`src/rtl/nine_bit_divider.sv`:
```
// nine_bit_divider: sequential restoring divider, one quotient bit per clock.
// Each trial subtraction uses a WIDTH+1 bit two's-complement subtract path:
// the divisor is complemented and the carry-in is 1.
// A Run/Done handshake matches the shift-add multiplier.
// Optional feature: define NINE_BIT_DIVIDER_SIGNED_EN for two's-complement operands.
module nine_bit_divider #(
   parameter int WIDTH = 8
) (
   input  logic             Clk,
   input  logic             Reset_n,
   input  logic             Run,
   input  logic [WIDTH-1:0] Dividend,
   input  logic [WIDTH-1:0] Divisor,
   output logic [WIDTH-1:0] Quotient,
   output logic [WIDTH-1:0] Remainder,
   output logic             Busy,
   output logic             Done,
   output logic             DivZero
);

   typedef enum logic [2:0] {
      S_IDLE,
      S_LOAD,
      S_CALC,
      S_FIX,
      S_DONE
   } state_t;

   localparam int            CW        = $clog2(WIDTH + 1);
   localparam logic [CW-1:0] LAST_ITER = CW'(WIDTH - 1);

   state_t           state_q, state_d;
   logic [WIDTH:0]   r_q, r_d;
   logic [WIDTH-1:0] q_q, q_d;
   logic [WIDTH-1:0] d_q, d_d;
   logic [CW-1:0]    cnt_q, cnt_d;
   logic [WIDTH-1:0] quot_q, quot_d;
   logic [WIDTH-1:0] rem_q, rem_d;
   logic             busy_q, busy_d;
   logic             done_q, done_d;
   logic             divz_q, divz_d;

   logic [WIDTH:0]   r_shift;
   logic [WIDTH:0]   trial;
   logic             r_msb_unused;

`ifdef NINE_BIT_DIVIDER_SIGNED_EN
   logic dvd_neg_q, dvd_neg_d;
   logic dvs_neg_q, dvs_neg_d;

   // Two's-complement negation: the same complement-and-carry-in trick as the subtractor
   function automatic logic [WIDTH-1:0] negate(input logic [WIDTH-1:0] x);
      return ~x + WIDTH'(1);
   endfunction
`endif

   // The partial remainder never exceeds the divisor, so its top bit is always 0 between iterations
   assign r_msb_unused = r_q[WIDTH];

   // Shift {R,Q} left and perform the trial subtraction R - {0,D}
   assign r_shift = {r_q[WIDTH-1:0], q_q[WIDTH-1]};
   assign trial   = r_shift + ~{1'b0, d_q} + (WIDTH+1)'(1);

   // Next-state and datapath logic for the whole divide sequence
   always_comb begin
      state_d = state_q;
      r_d     = r_q;
      q_d     = q_q;
      d_d     = d_q;
      cnt_d   = cnt_q;
      quot_d  = quot_q;
      rem_d   = rem_q;
      divz_d  = divz_q;
`ifdef NINE_BIT_DIVIDER_SIGNED_EN
      dvd_neg_d = dvd_neg_q;
      dvs_neg_d = dvs_neg_q;
`endif
      case (state_q)
         S_IDLE: begin
            if (Run) begin
               if (Divisor != '0) begin
                  q_d     = Dividend;
                  d_d     = Divisor;
                  r_d     = '0;
`ifdef NINE_BIT_DIVIDER_SIGNED_EN
                  dvd_neg_d = Dividend[WIDTH-1];
                  dvs_neg_d = Divisor[WIDTH-1];
`endif
                  state_d = S_LOAD;
               end else begin
                  quot_d  = '1;
                  rem_d   = Dividend;
                  divz_d  = 1'b1;
                  state_d = S_DONE;
               end
            end
         end
         S_LOAD: begin
            divz_d  = 1'b0;
            cnt_d   = '0;
`ifdef NINE_BIT_DIVIDER_SIGNED_EN
            if (dvd_neg_q) q_d = negate(q_q);
            if (dvs_neg_q) d_d = negate(d_q);
`endif
            state_d = S_CALC;
         end
         S_CALC: begin
            if (!trial[WIDTH]) begin
               r_d = trial;
               q_d = {q_q[WIDTH-2:0], 1'b1};
            end else begin
               r_d = r_shift;
               q_d = {q_q[WIDTH-2:0], 1'b0};
            end
            cnt_d = cnt_q + CW'(1);
            if (cnt_q == LAST_ITER) state_d = S_FIX;
         end
         S_FIX: begin
`ifdef NINE_BIT_DIVIDER_SIGNED_EN
            quot_d = (dvd_neg_q ^ dvs_neg_q) ? negate(q_q) : q_q;
            rem_d  = dvd_neg_q ? negate(r_q[WIDTH-1:0]) : r_q[WIDTH-1:0];
`else
            quot_d = q_q;
            rem_d  = r_q[WIDTH-1:0];
`endif
            state_d = S_DONE;
         end
         S_DONE: begin
            if (!Run) state_d = S_IDLE;
         end
         default: state_d = S_IDLE;
      endcase

      busy_d = (state_d == S_LOAD) || (state_d == S_CALC) || (state_d == S_FIX);
      done_d = (state_d == S_DONE);
   end

   // State and output registers; reset clears everything at once
   always_ff @(posedge Clk or negedge Reset_n) begin
      if (!Reset_n) begin
         state_q <= S_IDLE;
         r_q     <= '0;
         q_q     <= '0;
         d_q     <= '0;
         cnt_q   <= '0;
         quot_q  <= '0;
         rem_q   <= '0;
         busy_q  <= 1'b0;
         done_q  <= 1'b0;
         divz_q  <= 1'b0;
`ifdef NINE_BIT_DIVIDER_SIGNED_EN
         dvd_neg_q <= 1'b0;
         dvs_neg_q <= 1'b0;
`endif
      end else begin
         state_q <= state_d;
         r_q     <= r_d;
         q_q     <= q_d;
         d_q     <= d_d;
         cnt_q   <= cnt_d;
         quot_q  <= quot_d;
         rem_q   <= rem_d;
         busy_q  <= busy_d;
         done_q  <= done_d;
         divz_q  <= divz_d;
`ifdef NINE_BIT_DIVIDER_SIGNED_EN
         dvd_neg_q <= dvd_neg_d;
         dvs_neg_q <= dvs_neg_d;
`endif
      end
   end

   assign Quotient  = quot_q;
   assign Remainder = rem_q;
   assign Busy      = busy_q;
   assign Done      = done_q;
   assign DivZero   = divz_q;

endmodule

```
`config.mk`:
```
export PLATFORM = sky130hd
export DESIGN_NAME = nine_bit_divider
export DESIGN_NICKNAME = d
export VERILOG_FILES = /design/src/rtl/nine_bit_divider.sv
export SDC_FILE = /design/constraint.sdc
export NUM_CORES = 1
export LEC_CHECK = 0
export CAP_MARGIN = 20
export CORE_ASPECT_RATIO = 1.25
export CORE_MARGIN = 8
export CORE_UTILIZATION = 39
export DETAILED_ROUTE_END_ITERATION = 8
export HOLD_SLACK_MARGIN = 0.02
export PLACE_DENSITY = 0.6
export REMOVE_ABC_BUFFERS = 1
export SLEW_MARGIN = 40
export SYNTH_ARGS = -nofsm -noshare
export SYNTH_HDL_FRONTEND = slang
export SYNTH_SLANG_ARGS = --single-unit
export TNS_END_PERCENT = 5
```
`constraint.sdc`:
```
create_clock -name Clk -period 3.2 [get_ports Clk]
set_clock_uncertainty 0.1 [all_clocks]
set_input_delay 0.48 -clock Clk [delete_from_list [all_inputs] [get_ports Clk]]
set_output_delay 0.48 -clock Clk [all_outputs]
set_load 0.02 [all_outputs]
```
Yosys cells after proc, flatten, opt, wreduce, memory -nomap -nowiden
Cells that the tools add are included.
Widths: inputs -> output; s select.
Word-level totals
  bits in registers: 50
  input bits: 19
  output and inout bits: 19
Operators by class
  add/subtract/negate cells: 3
  eq/ne operators: 12
  multiplexer cells: 23
  bitwise operators: 1
  reduce and logical (&&, ||, !) cells: 12
Operators with widths (count)
  $mux 8: 9
  $pmux 8 s2: 4
  $pmux 3 s5: 1
  $eq 3x2->1 const B: 4
  $mux 3: 4
  $reduce_and 3->1: 4
  $add 9x1->9 const B: 1
  $add 9x9->9: 1
  $not 8->9: 1
  $pmux 4 s2: 1
  $reduce_bool 2->1: 4
  $reduce_bool 8->1: 1
  $eq 3x1->1 const B: 2
  $eq 3x3->1 const B: 2
  $ne 2x2->1 const B: 3
  $add 4x1->4 const B: 1
  $eq 4x3->1 const B: 1
  $logic_not 3->1: 1
  $mux 1: 3
  $logic_or 1x1->1: 2
  $pmux 1 s2: 1

Logic depth before layout (Yosys ltp)
  word-level depth: 7
  mapped depth: 10
  mapped depth without buffers: 10

Worst setup path before layout
OpenSTA, ideal clock, no wires.
  path type: reg-to-reg
  start point: register q_q[7]
  end point: register r_q[5]
  library setup time: 0.126 ns
  data arrival time: 2.083 ns
  required time: 2.974 ns
  path slack: 0.890 ns
  stages on the path, launching flop included: 11
  path buffers: 0
  period minus slack after synthesis: 2.310 ns
  path through: dfrtp_1 > inv_1 > ha_1 > inv_1 > fa_1 > a211oi_2 > nor3_2 > mux2i_2 > nor2_8 > a32oi_1 > o21ai_1
Between the ends
  longest elaborated chain between the ends: 4
Ends and longest elaborated chain
  start, declared: line 34  | logic [WIDTH-1:0] q_q, q_d;
  start signal, assigned: line 158  | q_q <= q_d;
  $add 9x9->9: line 62  | assign trial = r_shift + ~{1'b0, d_q} + (WIDTH+1)'(1);
  $add 9x1->9: line 62
  $mux 8: line 108  | if (!trial[WIDTH]) begin
  $pmux 8 s2: line 78  | case (state_q)
  end signal, assigned: line 157  | r_q <= r_d;
  end, declared: line 33  | logic [WIDTH:0] r_q, r_d;
No other way between the ends.
A chain may end at the register's enable or synchronous reset.

Worst setup path after layout
Ends and elaborated chain as after synthesis.

==> metrics <==
Fmax 0.397 GHz; area taken by multi-input logic gates 1170 µm²; Pwr per Cell Area 1140 nW/µm²; outcome finished clean; fillers 642; core area 6440 µm²; Final HPWL DP 4150 µm; die span in x 88.1 µm; area of the mapped netlist 2530 µm²; kind of critical path reg2reg; critical path endpoint category flip-flop; CTS tree yes; area share of the largest cell type after synthesis 49.4%; Ports 38; EDFF count, synth 0; Final Non-Filler Cells 388; switching pwr 1500 µW; Total GRT Usage 13.1%; r2r startpoint q_q[7]; die area 9350 µm²; Worst Path Required 3280 ps; fin crit period 2520 ps; internal power 2020 µW; Post-CTS Resized 0; pin count of the biggest net entering global routing 30; maximum fanout along the worst path 9; leakage power 0.00136 µW; CTS max path bufs 2; hold slack 37.8 ps; GRT overflow 0; FFs w/ async S/R, synth 100%; Slew Viols, Final 0; slew at the pin with the worst max-slew slack 640 ps; max_cap viols 0; Worst R2R End r_q[5]; Yosys warnings 0; H-tree depth reported by CTS 2; Final setup viols 0; CP Launch Type flip-flop; Synth cell types 45; clock root cell clkbuf_8; number of global-route vias before repair 1974; Via density 5.09; Worst-path clk slew 90 ps; Cell Rows 33; Reg area 1250 µm²; Mapped Avg Cell Area 9.60 µm²; gpl congestion 0.758; register area share after synthesis 49.4%; total power 3520 µW; antenna violations before repair 0; post-route ant nets 0; final net count 330; R2R Setup Slk 680 ps; Yosys top cell by area dfrtp_1; max_slew headroom 57.4%; Logic pwr share 54.7%; worst hold path type in2async; fin crit share 78.7%; peak supply drop 0.000358 V; CTS Hold Bufs 0; cts bufs inserted 5; Post-CTS Setup Repair Bufs 0; effective utilization at floorplan 39.3%; worst skew pair latency 300 ps; final hold vios 0; I/O Buffers 37; DR pass1 iterations 5; DRC 0; clock power share 13.1%; unrepaired setup endpoints after global routing false; Avg WL per Cell 14.4 µm; Detailed Route WL 5590 µm; top_reg_cell synth dfrtp_1; reg2reg path depth 10; Core Util, Final 47.9%; synth top area cells dfrtp_1 49%, nand2_1 7.7%, ha_1 4.4%, o21ai_1 3.8%, nor2_1 3.6%; post-route setup TNS 0 ps; Die Ht 106 µm; synthesized instance count 264; Seq pwr share 32.2%; synth-to-layout area growth 21.8%; crit path launch q_q[7]; DP Cell Count 381; Vias 1973; Synth Register Bits 50; DRT iter0 DRCs 94; layout cells sized above 1 6.98%; first-pass GRT wire length 9740 µm; Critical Path AT 2600 ps; diode count 0; Switching Fraction 42.6%; clk sinks 50
## power by group through the flow
stage | clock [µW] | sequential, µW | combinational (µW)
final | 461 | 1130 | 1930
after global routing | 492 | 1180 | 2150
after CTS | 470 | 1130 | 1950
after detailed placement | 0 | 1150 | 1940
after global placement | 0 | 1140 | 1930
after floorplan | 0 | 1230 | 1260
## per-layer routing
layer	track usage (%)	up-vias	wire, µm
li1	-	984	-
met1	16.7	948	2580
met2	21.3	33	2720
met3	2.08	8	166
met4	5.70	0	119
met5	0	-	0
## registers in the layout, indices dropped and copies added, names as in the netlist
signal     flops
cnt_q          4
Busy           1
d_q            8
Quotient       8
q_q            8
Remainder      8
state_q        3
DivZero        1
r_q            8
Done           1
## layout by cell type (no fill, tap or decap), types with 3 or more instances in the layout
cell type | netlist | routed
inv_1 | 11 | 11
o21ai_1 | 19 | 19
nand2b_1 | 6 | 6
clkbuf_8 | 0 | 6
clkdlybuf4s50_1 | 0 | 36
o21ai_0 | 4 | 4
o22a_1 | 7 | 7
buf_4 | 3 | 4
xor2_1 | 3 | 3
a31oi_1 | 14 | 14
dfrtp_1 | 50 | 50
nand3_1 | 4 | 4
xnor2_1 | 4 | 4
ha_1 | 9 | 9
nand2_1 | 52 | 52
a21oi_1 | 9 | 9
nor2_1 | 24 | 24
mux2i_1 | 8 | 8
## cells by family after synthesis
family                   count (synthesis)  synth area share [%]
multiplexers                             9                  3.70
AND/OR/NAND/NOR                        100                  18.7
AO/OA/AOI/OAI                           65                  16.2
buffers and inverters                   23                  4.35
adder cells (fa/ha/maj)                 10                  5.23
XOR/XNOR                                 7                  2.42
flip-flops                              50                  49.4
## critical path: stages, from the launching register on
cell	delay, ps
dfrtp_1	410
inv_1	100
ha_1	180
inv_1	50
fa_1	400
a211oi_2	330
nor3_2	90
mux2i_2	330
nor2_8	110
a32oi_1	200
o21ai_1	90
## cells in the mapped netlist, drive strengths merged, types with 2 or more instances
master / count
nand2: 52
dfrtp: 50
nor2: 26
o21ai: 23
a31oi: 14
inv: 12
a21oi: 9
buf: 9
ha: 9
mux2i: 9
o22a: 7
nand2b: 6
nand3: 4
xnor2: 4
xor2: 3
a211oi: 2
clkbuf: 2
nor2b: 2
nor3: 2
nor4: 2
o31ai: 2
## how the worst max path moves through the flow
stage,endpoint,slack (ps),cells past startpoint
finish,r_q[5],680,10
floorplan,r_q[5],890,10
global placement,r_q[0],690,7
detailed placement,Remainder[5],690,8
CTS,r_q[5],690,10
global route,r_q[4],520,10
## area by class of cell
cell class,count,area share [%]
clock buffers,6,2.68
clock inverters,1,0.973
inverters,12,1.46
multi-input cells,191,38.0
flip-flops and latches,50,40.6
well taps,87,3.53
repair buffers,41,12.8
## stage by stage
step,setup WS (ps),instance area (µm²)
after detailed placement,689,2970
after CTS,690,3090
after global routing,517,3090
final,681,3090
after floorplan,890,2470
after global placement,689,2970
(Power assumes the default switching activity.)
